## config.mk

```make
export PLATFORM = sky130hd
export DESIGN_NAME = bram_req_adapter_flat
export DESIGN_NICKNAME = d
export VERILOG_FILES = /design/src/rtl/bram_req_adapter_if.sv /design/src/rtl/bram_req_adapter.sv /design/src/flat_wrapper.sv
export SDC_FILE = /design/constraint.sdc
export NUM_CORES = 1
export LEC_CHECK = 0
export ABC_AREA = 1
export CAP_MARGIN = 20
export CORE_AREA = 5 5 127 129
export CTS_CLUSTER_SIZE = 8
export DETAILED_ROUTE_END_ITERATION = 7
export DIE_AREA = 0 0 132 134
export PLACE_DENSITY = 0.74
export SLEW_MARGIN = 25
export SYNTH_ARGS = -nofsm -noshare
export SYNTH_HDL_FRONTEND = slang
export SYNTH_SLANG_ARGS = --single-unit
```

## constraint.sdc

```tcl
create_clock -name CLK -period 5.3 [get_ports CLK]
set_input_delay 1.59 -clock CLK [delete_from_list [all_inputs] [get_ports CLK]]
set_output_delay 1.59 -clock CLK [all_outputs]
set_load 0.01 [all_outputs]
```

## src/rtl/bram_req_adapter_if.sv

```systemverilog
// Client-side request/response bundle for bram_req_adapter.
// master = client (LSU/DMA), slave = adapter.
interface bram_req_adapter_if #(
  parameter int DATA_WIDTH = 32,
  parameter int ADDR_WIDTH = 9
);
  logic                  REQ_VALID;
  logic                  REQ_READY;
  logic                  REQ_WE;
  logic [ADDR_WIDTH-1:0] REQ_ADDR;
  logic [DATA_WIDTH-1:0] REQ_WDATA;
  logic                  RSP_VALID;
  logic                  RSP_READY;
  logic [DATA_WIDTH-1:0] RSP_DATA;
  logic                  RSP_WACK;

  modport master (
    output REQ_VALID, REQ_WE, REQ_ADDR,
    output REQ_WDATA, RSP_READY,
    input  REQ_READY, RSP_VALID,
    input  RSP_DATA, RSP_WACK
  );

  modport slave (
    input  REQ_VALID, REQ_WE, REQ_ADDR,
    input  REQ_WDATA, RSP_READY,
    output REQ_READY, RSP_VALID,
    output RSP_DATA, RSP_WACK
  );
endinterface

```

## src/rtl/bram_req_adapter.sv

```systemverilog
// Valid/ready front end for one port of a one-cycle block RAM.
// Optional write acks: define BRAM_REQ_ADAPTER_WRITE_ACK_EN.
module bram_req_adapter #(
  parameter int DATA_WIDTH = 32,
  parameter int ADDR_WIDTH = 9,
  parameter int RSP_DEPTH  = 4
) (
  input  logic                  CLK,
  input  logic                  RST,
  bram_req_adapter_if.slave     cli,
  output logic [ADDR_WIDTH-1:0] BRAM_ADDR,
  output logic [DATA_WIDTH-1:0] BRAM_DI,
  output logic                  BRAM_WE,
  output logic                  BRAM_RE,
  output logic                  BRAM_EN,
  input  logic [DATA_WIDTH-1:0] BRAM_DO,
  input  logic                  BRAM_DO_VALID
);

`ifdef BRAM_REQ_ADAPTER_WRITE_ACK_EN
  localparam int FW = DATA_WIDTH + 1;
`else
  localparam int FW = DATA_WIDTH;
`endif
  localparam int PW = (RSP_DEPTH > 1) ?
                      $clog2(RSP_DEPTH) : 1;
  localparam int CW = $clog2(RSP_DEPTH + 1) + 1;
  localparam logic [PW-1:0] LAST  = PW'(RSP_DEPTH - 1);
  localparam logic [CW-1:0] FULL  = CW'(RSP_DEPTH);
  localparam logic [CW-1:0] LIMIT = CW'(RSP_DEPTH - 1);

  logic [FW-1:0] mem_q [RSP_DEPTH];
  logic [FW-1:0] mem_d [RSP_DEPTH];
  logic [PW-1:0] wr_ptr_q, wr_ptr_d;
  logic [PW-1:0] rd_ptr_q, rd_ptr_d;
  logic [CW-1:0] occ_q, occ_d;
  logic          inflight_q, inflight_d;

  logic          fire;
  logic          track;
  logic          push;
  logic          pop;
  logic [FW-1:0] push_data;
  logic [FW-1:0] head;

  // Ready only from registered state; one slot kept for this cycle's issue.
  assign cli.REQ_READY = !RST &&
    ((occ_q + CW'(inflight_q)) < LIMIT);

  assign fire      = cli.REQ_VALID & cli.REQ_READY;
  assign BRAM_EN   = fire;
  assign BRAM_WE   = fire & cli.REQ_WE;
  assign BRAM_RE   = fire & ~cli.REQ_WE;
  assign BRAM_ADDR = cli.REQ_ADDR;
  assign BRAM_DI   = cli.REQ_WDATA;

  // Stray DO_VALID without an outstanding request is dropped.
  assign push = BRAM_DO_VALID & inflight_q;
  assign pop  = (occ_q != '0) & cli.RSP_READY;
  assign head = mem_q[rd_ptr_q];

  assign cli.RSP_VALID = (occ_q != '0);
  assign cli.RSP_DATA  = head[DATA_WIDTH-1:0];

`ifdef BRAM_REQ_ADAPTER_WRITE_ACK_EN
  logic wack_q, wack_d;

  assign track        = fire;
  assign wack_d       = fire & cli.REQ_WE;
  assign push_data    = {wack_q, BRAM_DO};
  assign cli.RSP_WACK = head[FW-1];

  // Remember whether the outstanding op is a write.
  always_ff @(posedge CLK) begin
    if (RST) wack_q <= 1'b0;
    else     wack_q <= wack_d;
  end
`else
  assign track        = fire & ~cli.REQ_WE;
  assign push_data    = BRAM_DO;
  assign cli.RSP_WACK = 1'b0;
`endif

  // Next-state for FIFO storage, pointers, occupancy, inflight.
  always_comb begin
    mem_d      = mem_q;
    wr_ptr_d   = wr_ptr_q;
    rd_ptr_d   = rd_ptr_q;
    occ_d      = occ_q;
    inflight_d = track;
    if (push) begin
      mem_d[wr_ptr_q] = push_data;
      wr_ptr_d = (wr_ptr_q == LAST) ?
                 '0 : wr_ptr_q + PW'(1);
    end
    if (pop) begin
      rd_ptr_d = (rd_ptr_q == LAST) ?
                 '0 : rd_ptr_q + PW'(1);
    end
    unique case ({push, pop})
      2'b10:   occ_d = occ_q + CW'(1);
      2'b01:   occ_d = occ_q - CW'(1);
      default: occ_d = occ_q;
    endcase
  end

  // State registers with synchronous reset.
  always_ff @(posedge CLK) begin
    if (RST) begin
      for (int i = 0; i < RSP_DEPTH; i++)
        mem_q[i] <= '0;
      wr_ptr_q   <= '0;
      rd_ptr_q   <= '0;
      occ_q      <= '0;
      inflight_q <= 1'b0;
    end else begin
      mem_q      <= mem_d;
      wr_ptr_q   <= wr_ptr_d;
      rd_ptr_q   <= rd_ptr_d;
      occ_q      <= occ_d;
      inflight_q <= inflight_d;
    end
  end

  a_no_overflow: assert property (
    @(posedge CLK) disable iff (RST)
    !(push && !pop && occ_q == FULL));

endmodule

```

## src/flat_wrapper.sv

```systemverilog
// flat-port wrapper written by rule: the top's interface ports become plain ports
module bram_req_adapter_flat 
#(
  parameter int DATA_WIDTH = 32,
  parameter int ADDR_WIDTH = 9,
  parameter int RSP_DEPTH  = 4
)
  (CLK, RST, BRAM_ADDR, BRAM_DI, BRAM_WE, BRAM_RE, BRAM_EN, BRAM_DO, BRAM_DO_VALID, cli_REQ_VALID, cli_REQ_WE, cli_REQ_ADDR, cli_REQ_WDATA, cli_RSP_READY, cli_REQ_READY, cli_RSP_VALID, cli_RSP_DATA, cli_RSP_WACK);
  bram_req_adapter_if #(.DATA_WIDTH(DATA_WIDTH), .ADDR_WIDTH(ADDR_WIDTH)) cli_i ();
  input  logic CLK;
  input  logic RST;
  output logic [ADDR_WIDTH-1:0] BRAM_ADDR;
  output logic [DATA_WIDTH-1:0] BRAM_DI;
  output logic BRAM_WE;
  output logic BRAM_RE;
  output logic BRAM_EN;
  input  logic [DATA_WIDTH-1:0] BRAM_DO;
  input  logic BRAM_DO_VALID;
  input wire logic [$bits(cli_i.REQ_VALID)-1:0] cli_REQ_VALID;
  input wire logic [$bits(cli_i.REQ_WE)-1:0] cli_REQ_WE;
  input wire logic [$bits(cli_i.REQ_ADDR)-1:0] cli_REQ_ADDR;
  input wire logic [$bits(cli_i.REQ_WDATA)-1:0] cli_REQ_WDATA;
  input wire logic [$bits(cli_i.RSP_READY)-1:0] cli_RSP_READY;
  output wire logic [$bits(cli_i.REQ_READY)-1:0] cli_REQ_READY;
  output wire logic [$bits(cli_i.RSP_VALID)-1:0] cli_RSP_VALID;
  output wire logic [$bits(cli_i.RSP_DATA)-1:0] cli_RSP_DATA;
  output wire logic [$bits(cli_i.RSP_WACK)-1:0] cli_RSP_WACK;
  assign cli_i.REQ_VALID = cli_REQ_VALID;
  assign cli_i.REQ_WE = cli_REQ_WE;
  assign cli_i.REQ_ADDR = cli_REQ_ADDR;
  assign cli_i.REQ_WDATA = cli_REQ_WDATA;
  assign cli_i.RSP_READY = cli_RSP_READY;
  assign cli_REQ_READY = cli_i.REQ_READY;
  assign cli_RSP_VALID = cli_i.RSP_VALID;
  assign cli_RSP_DATA = cli_i.RSP_DATA;
  assign cli_RSP_WACK = cli_i.RSP_WACK;
  bram_req_adapter #(.DATA_WIDTH(DATA_WIDTH), .ADDR_WIDTH(ADDR_WIDTH), .RSP_DEPTH(RSP_DEPTH)) u_core (.CLK(CLK), .RST(RST), .cli(cli_i), .BRAM_ADDR(BRAM_ADDR), .BRAM_DI(BRAM_DI), .BRAM_WE(BRAM_WE), .BRAM_RE(BRAM_RE), .BRAM_EN(BRAM_EN), .BRAM_DO(BRAM_DO), .BRAM_DO_VALID(BRAM_DO_VALID));
endmodule
```

# Word-level counts from Yosys, hierarchy flattened
# Index checks and enable logic that the tools add are counted.
# totals
reg_bits	137
in_bits	79
out_inout_bits	79
word_cells	43
# classes
n_addsub	5
order_cmp	4
n_eq_ne	4
mux	9
n_bitwise	8
reduce_logical	5
# ops
op	n
bitwise mux 128 bit	1
2-to-1 mux 32 bit	3
binary-select mux 32 bit (select 2 bit)	1
demux 32 bit (select 2 bit)	1
one-hot mux 4 bit (2 select lines)	1
equality test 2 bit, second input constant	3
>= comparator 3 bit, second input constant	2
NOT 2 -> 3 bit	2
bitwise AND 1 bit	5
adder 2 x 1 -> 2 bit, second input constant	2
adder 4 x 1 -> 4 bit	1
adder 4 x 1 -> 4 bit, second input constant	1
< comparator 4 x 2 -> 1 bit, second input constant	1
2-to-1 mux 2 bit	2
nonzero test 4 bit	1
subtractor 4 x 1 -> 4 bit, second input constant	1
< comparator 3 x 1 -> 1 bit, second input constant	1
equality test 2 x 1 -> 1 bit, second input constant	1
logical AND 1 bit	2
nonzero test 2 bit	1
logical NOT 1 bit	1
NOT 1 bit	1

# Longest topological paths before layout
# Gate-level depths: netlist of the first run.
# depth
word_depth	6
mapped_depth	14
depth_no_buf	14

# Least setup slack after synthesis of the first run
# Ideal clock, no wire load.
# synth_timing
path_kind	input to output
startpoint	input RST
endpoint	output BRAM_RE
arrival_ps	2302
required_time_ps	3710
path_slack_ps	1408
cell_stages	4
n_path_buf	1
path_cell_list	clkbuf_1 -> nor2_1 -> nand2_1 -> nor2_1
# synth_via
elab_chain_cells	4
# synth_lines
item	line_no	source
from (decl)	flat_wrapper.sv:11	input logic RST;
logical NOT 1 bit	bram_req_adapter.sv:47	assign cli.REQ_READY = !RST &&
logical AND 1 bit	bram_req_adapter.sv:47	
named net cli_REQ_READY	flat_wrapper.sv:24	output wire logic [$bits(cli_i.REQ_READY)-1:0] cli_REQ_READY;
bitwise AND 1 bit	bram_req_adapter.sv:50	assign fire = cli.REQ_VALID & cli.REQ_READY;
bitwise AND 1 bit	bram_req_adapter.sv:53	assign BRAM_RE = fire & ~cli.REQ_WE;
to (decl)	flat_wrapper.sv:15	output logic BRAM_RE;
# The timed path passes the listed nets, and every way through them passes these cells.

# Final worst setup path of the first run
# layout_timing
startpoint	input cli_REQ_VALID
endpoint	output BRAM_RE
# layout_via
elab_chain_cells	2
# layout_lines
item	line_no	source
from (decl)	flat_wrapper.sv:19	input wire logic [$bits(cli_i.REQ_VALID)-1:0] cli_REQ_VALID;
bitwise AND 1 bit	bram_req_adapter.sv:50	
bitwise AND 1 bit	bram_req_adapter.sv:53	
# Every way passes these cells.

==> impl_metrics.csv, run 1 <==
group,metric,value,unit
clock_network,post_cts_buffers,0,
floorplanning,core,14920,um2
place,dp_hpwl,9.612,mm
timing,setup_viol,0,
timing,timing.hold.ws,0.4556,ns
clock_network,ctsHoldBuffers,0,
drt,via_per_inst,5.607,
power,power.leakage,2.486,nW
drt,drt_wl_total,17.47,mm
global_routing,grt_pass1_wl,27.84,mm
timing,worst_slack,0.9345,ns
clock_network,clk_path_buf_depth,2,
yosys,synth.distinct_cells,21,
min_path,hp-class,"register to register",
yosys,synth_cells,880,
floorplanning,die_w,132,um
drt,drtAntennaViolNets,0,
timing,skew,0.005952,ns
timing,fin_crit_sh,82.37,%
global_routing,grt_max_degree,86,
worst_setup_path,worstPathRequired,3.71,ns
layout,final_common_cell,"nand2_1",
worst_setup_path,worstSetupStartpointType,"primary input",
worst_setup_path,crit_fanout,4,
yosys,yosys_warnings,0,
place,numPortBuffers,74,
layout,layout_common_cells,"nand2_1, dfxtp_1, nand3_1",
drt,vias,5988,
clock_network,insertion_delay,0.42,ns
yosys,syn_avg_cell_area,7.450,um2
power,ir_drop,340.4,uV
floorplanning,die-area,17690,um2
yosys,yosysSeqAreaShare,41.83,%
clock_network,ctsResizeCount,0,
outcome,outcome,"completed",
timing,report.final.slew_viol_count,0,
layout,drive_gt1_share,4.773,%
floorplanning,pin_count,158,
yosys,synth_nets,969,
floorplanning,start_util,43.94,%
floorplanning,dieHeight,134,um
timing,finalHoldViolCount,0,
clock_network,cts_tree,"done",
layout,final_nets,957,
global_routing,first_global_vias,5447,
clock_network,cts_sinks,137,
clock_network,root_buffer,"clkbuf_16",
clock_network,clk_pin_slew,0.05,ns
global_routing,antenna_found_initial,0,
yosys,synth_seq_cells,137,
global_routing,grt_overflow,0,
drt,drt-pass1-iter-count,7,
drt,routedWlPerCell,16.35,um
drt,drc,0,
timing,worstMarginPinSlew,1.041,ns
worst_setup_path,cp-end-kind,"output pin",
clock_network,cts_buffers,17,
global_routing,global_route.usage.total,19.15,%
timing,tns,0,ns
place,gp_congestion,0.7501,
layout,num_antenna_cells,0,
drt,first_iter_violations,642,
timing,slew_headroom,30.18,%
timing,layout_min_cycle_time,4.366,ns
power,power_density,469.7,nW/um2
timing,max_clock_freq,0.2291,GHz
layout,syn2layout_area_growth,11.64,%
run,maxCapViolCount,0,
clock_network,h-tree-depth,4,
yosys,synthesis.area,6556,um2
floorplanning,rows,45,
worst_setup_path,worstSetupPathType,"primary input to output pin",
timing,rsz0062_at_grt,"no",
place,pre_cts_slack,0.9215,ns
worst_setup_path,worstPathArrival,2.78,ns
## sequential cells by signal, summed over array words and instances, names as in the netlist
register,count
u_core.wr_ptr_q,2
u_core.mem_q,128
u_core.inflight_q,1
u_core.occ_q,4
u_core.rd_ptr_q,2
## cell type report
| cell class | instances | area (um2) |
|---|---|---|
| inverter | 16 | 62.56 |
| sequential | 137 | 2744 |
| fill | 1448 | 7601 |
| clock inverter | 3 | 40.04 |
| timing repair buffer | 88 | 843.3 |
| clock buffer | 28 | 486.7 |
| tap | 188 | 235.2 |
| multi-input combinational | 608 | 2908 |
## worst max-delay path: stages
cell and delay (ns):
clkdlybuf4s50_1 0.45, nand2_1 0.09, nor2_1 0.10, clkdlybuf4s50_1 0.54
## Yosys cell counts, drive strengths merged
| library cell | count | area share [%] |
|---|---|---|
| a211oi | 5 | 0.57 |
| a21oi | 132 | 10 |
| buf | 88 | 11 |
| clkbuf | 31 | 1.8 |
| conb | 1 | 0.057 |
| dfxtp | 137 | 42 |
| ha | 10 | 1.9 |
| inv | 16 | 0.92 |
| nand2 | 146 | 8.4 |
| nand3 | 133 | 10 |
| nor2 | 78 | 4.5 |
| o21ai | 66 | 5.0 |
| o22ai | 32 | 3.1 |
| or2 | 1 | 0.095 |
| xnor2 | 1 | 0.13 |
| xor2 | 3 | 0.40 |
## metal layers
| metal | track usage (%) | wire, um | vias up |
|---|---|---|---|
| met5 | 0 | 0 | - |
| met4 | 6.914 | 243 | 0 |
| met3 | 5.176 | 1370 | 27 |
| met2 | 31.19 | 8222 | 241 |
| met1 | 24.42 | 7629 | 2804 |
| li1 | - | - | 2916 |
## where the power goes
group          switching (mW)  internal, mW  total [mW]
combinational           0.733         0.538        1.27
sequential             0.0276          1.06        1.09
clock                   0.410         0.666        1.08
total                    1.17          2.27        3.44
## worst paths after layout
path                                   startpoint                end  slack (ns)  depth (start not counted)
worst max register to register  u_core.inflight_q  u_core.mem_q[111]        3.16                          7
worst max-delay path                cli_REQ_VALID            BRAM_RE        0.93                          4
worst min register to register   u_core.mem_q[62]   u_core.mem_q[62]        0.46                          2
worst min-delay path             u_core.mem_q[62]   u_core.mem_q[62]        0.46                          2
## cells by family (layout without fill, tap and decap cells)
family | after synthesis | count (layout) | share of synthesized area [%]
xor+xnor | 4 | 4 | 0.5344
other cells | 1 | 1 | 0.05720
simple gates | 358 | 358 | 23.11
compound gates | 235 | 235 | 18.74
fa+ha+maj | 10 | 10 | 1.908
flops | 137 | 137 | 41.83
buf+inv | 135 | 135 | 13.82
## metrics by stage
stage	power [mW]	instances	util [%]	instance area (um2)
after detailed placement	2.371	1037	45.52	6792
after global placement	2.370	1037	45.52	6792
after floorplan	1.883	880	-	6556
final	3.438	1068	49.06	7320
after global routing	3.618	1068	49.06	7320
after CTS	3.449	1068	49.05	7318
Note: power is estimated with default switching activity, not from simulation.
==> run 2, diff against run 1 <==
--- a/config.mk
+++ b/config.mk
@@ -11,7 +11,7 @@
 export CTS_CLUSTER_SIZE = 8
 export DETAILED_ROUTE_END_ITERATION = 7
 export DIE_AREA = 0 0 132 134
-export PLACE_DENSITY = 0.74
+export PLACE_DENSITY = 0.77
 export SLEW_MARGIN = 25
 export SYNTH_ARGS = -nofsm -noshare
 export SYNTH_HDL_FRONTEND = slang
==> constraint.sdc (replaced) <==
create_clock -name CLK -period 3.5 [get_ports CLK]
set_input_delay 1.05 -clock CLK [delete_from_list [all_inputs] [get_ports CLK]]
set_output_delay 1.05 -clock CLK [all_outputs]
set_load 0.01 [all_outputs]
==> run 2 against run 1 <==
Worst hold slack gained 0.00099 ns. Sequential cell count is the same. Non-clock buffer count grew 11. Largest power group unchanged. Highest routed layer unchanged.
==> impl_metrics.csv, run 2 (synthesis gave the netlist of run 1 again) <==
group,metric,value,unit
clock_network,clk_pin_slew,0.06,ns
timing,setup_viol,0,
min_path,hp-class,"register to register",
worst_setup_path,regToRegStartpoint,"u_core.occ_q[2]",
floorplanning,core,14920,um2
drt,vias,6066,
worst_setup_path,worstPathArrival,2.25,ns
layout,final_common_cell,"nand2_1",
drt,drt_wl_total,17.55,mm
worst_setup_path,worstSetupPathType,"register to output pin",
timing,slew_headroom,48.55,%
drt,first_iter_violations,710,
power,ir_drop,405.9,uV
timing,tns,0,ns
floorplanning,dieHeight,134,um
layout,layout_common_cells,"nand2_1, dfxtp_1, nand3_1",
floorplanning,rows,45,
layout,postLayoutCoreUtil,50.21,%
floorplanning,start_util,43.94,%
run,maxCapViolCount,0,
layout,final_area,7492,um2
place,numPortBuffers,74,
timing,finalHoldViolCount,0,
layout,syn2layout_area_growth,14.27,%
drt,drt-pass1-iter-count,5,
floorplanning,die-area,17690,um2
worst_setup_path,cp-end-kind,"output pin",
timing,worstMarginPinSlew,0.7717,ns
outcome,outcome,"completed",
place,place_area,6887,um2
layout,largest_register_ffs,128,
worst_setup_path,crit_fanout,20,
drt,via_per_inst,5.617,
timing,skew,0.006977,ns
timing,layout_min_cycle_time,3.302,ns
layout,largest-register,"u_core.mem_q",
clock_network,root_buffer,"clkbuf_16",
place,gp_congestion,0.7720,
clock_network,clk_path_buf_depth,2,
layout,drive_gt1_share,7.063,%
place,dp_hpwl,10.48,mm
global_routing,grt_pass1_wl,28.38,mm
timing,worst_slack,0.1977,ns
timing,rsz0062_at_grt,"no",
drt,drtAntennaViolNets,0,
worst_setup_path,worstSetupStartpointType,"register",
global_routing,grt_overflow,0,
floorplanning,die_w,132,um
min_path,hold_path_startpoint,"u_core.mem_q[60]",
global_routing,antenna_found_initial,0,
place,pre_cts_slack,0.1893,ns
worst_setup_path,worstPathRequired,2.45,ns
clock_network,post_cts_buffers,0,
power,power.leakage,2.614,nW
timing,report.final.slew_viol_count,0,
timing,max_clock_freq,0.3028,GHz
clock_network,cts_tree,"done",
global_routing,grt_max_degree,72,
drt,routedWlPerCell,16.25,um
clock_network,insertion_delay,0.43,ns
clock_network,cts_buffers,17,
floorplanning,pin_count,158,
drt,drc,0,
clock_network,h-tree-depth,4,
layout,top_regs,"u_core.mem_q (128), u_core.occ_q (4)",
power,power_density,720.6,nW/um2
timing,fin_crit_sh,94.35,%
layout,num_antenna_cells,0,
global_routing,global_route.usage.total,19.46,%
clock_network,cts_sinks,137,
global_routing,first_global_vias,5665,
layout,final_nets,968,
worst_setup_path,cp-startpoint,"u_core.rd_ptr_q[0]",
## run 2: cell count changes in the layout (fill, tap and decap cells not counted), moves of 3 or more
cell             delta
buf_4               +9
clkbuf_1            -8
clkdlybuf4s50_1     -3
clkinvlp_4          +5
dlymetal6s2s_1      +3
## run 2: final timing paths
path | endpoint | slack, ns | cells past startpoint
setup / recovery | cli_RSP_DATA[8] | 0.20 | 5
hold reg to reg | u_core.mem_q[60] | 0.46 | 2
setup reg to reg | u_core.occ_q[2] | 1.44 | 13
hold / removal | u_core.mem_q[60] | 0.46 | 2
## run 2: cell type report
class                   instances  area [um2]
clock buffers                  21       470.5
well taps                     188       235.2
multi-input cells             608        2910
clock inverters                11       121.4
inverters                      16       61.31
repair buffers                 99       949.7
fillers                      1382        7428
flip-flops and latches        137        2744
## run 2: per-layer routing
layer  routed length (um)  up-vias  GRT usage, %  share of wire [%]
met3                 1313       24         5.626                7.5
met5                    0        -             0                  0
li1                     -     2937             -                  -
met1                 7557     2855         24.85                 43
met2                 8440      250         32.00                 48
met4                  234        0         5.771                1.3
## run 2: report_power, final
group / leakage (nW) / switching, mW / internal, mW
logic: 1.23 / 1.09 / 0.856
clock network: 0.277 / 0.680 / 1.10
registers: 1.11 / 0.0601 / 1.61
total: 2.61 / 1.83 / 3.57
## run 2: through the flow
step / power [mW] / std cells / hold slack [ns]
floorplan: 2.851 / 880 / 0.4365
finish: 5.399 / 1080 / 0.4566
global route: 5.699 / 1080 / 0.4706
detailed placement: 3.645 / 1048 / 0.4489
CTS: 5.429 / 1080 / 0.4579
global placement: 3.635 / 1048 / 0.4452
## run 2: critical path, cell delays in order, from the launching register on
cell	delay [ns]
dfxtp_2	0.33
inv_2	0.29
buf_4	0.32
nor2_1	0.07
o22ai_1	0.23
clkdlybuf4s50_1	0.58
## run 2: repair_timing
item                       in CTS  in global routing
setup endpoints to repair       0                  6
hold buffers                    0                  0
resized for setup               0                  5
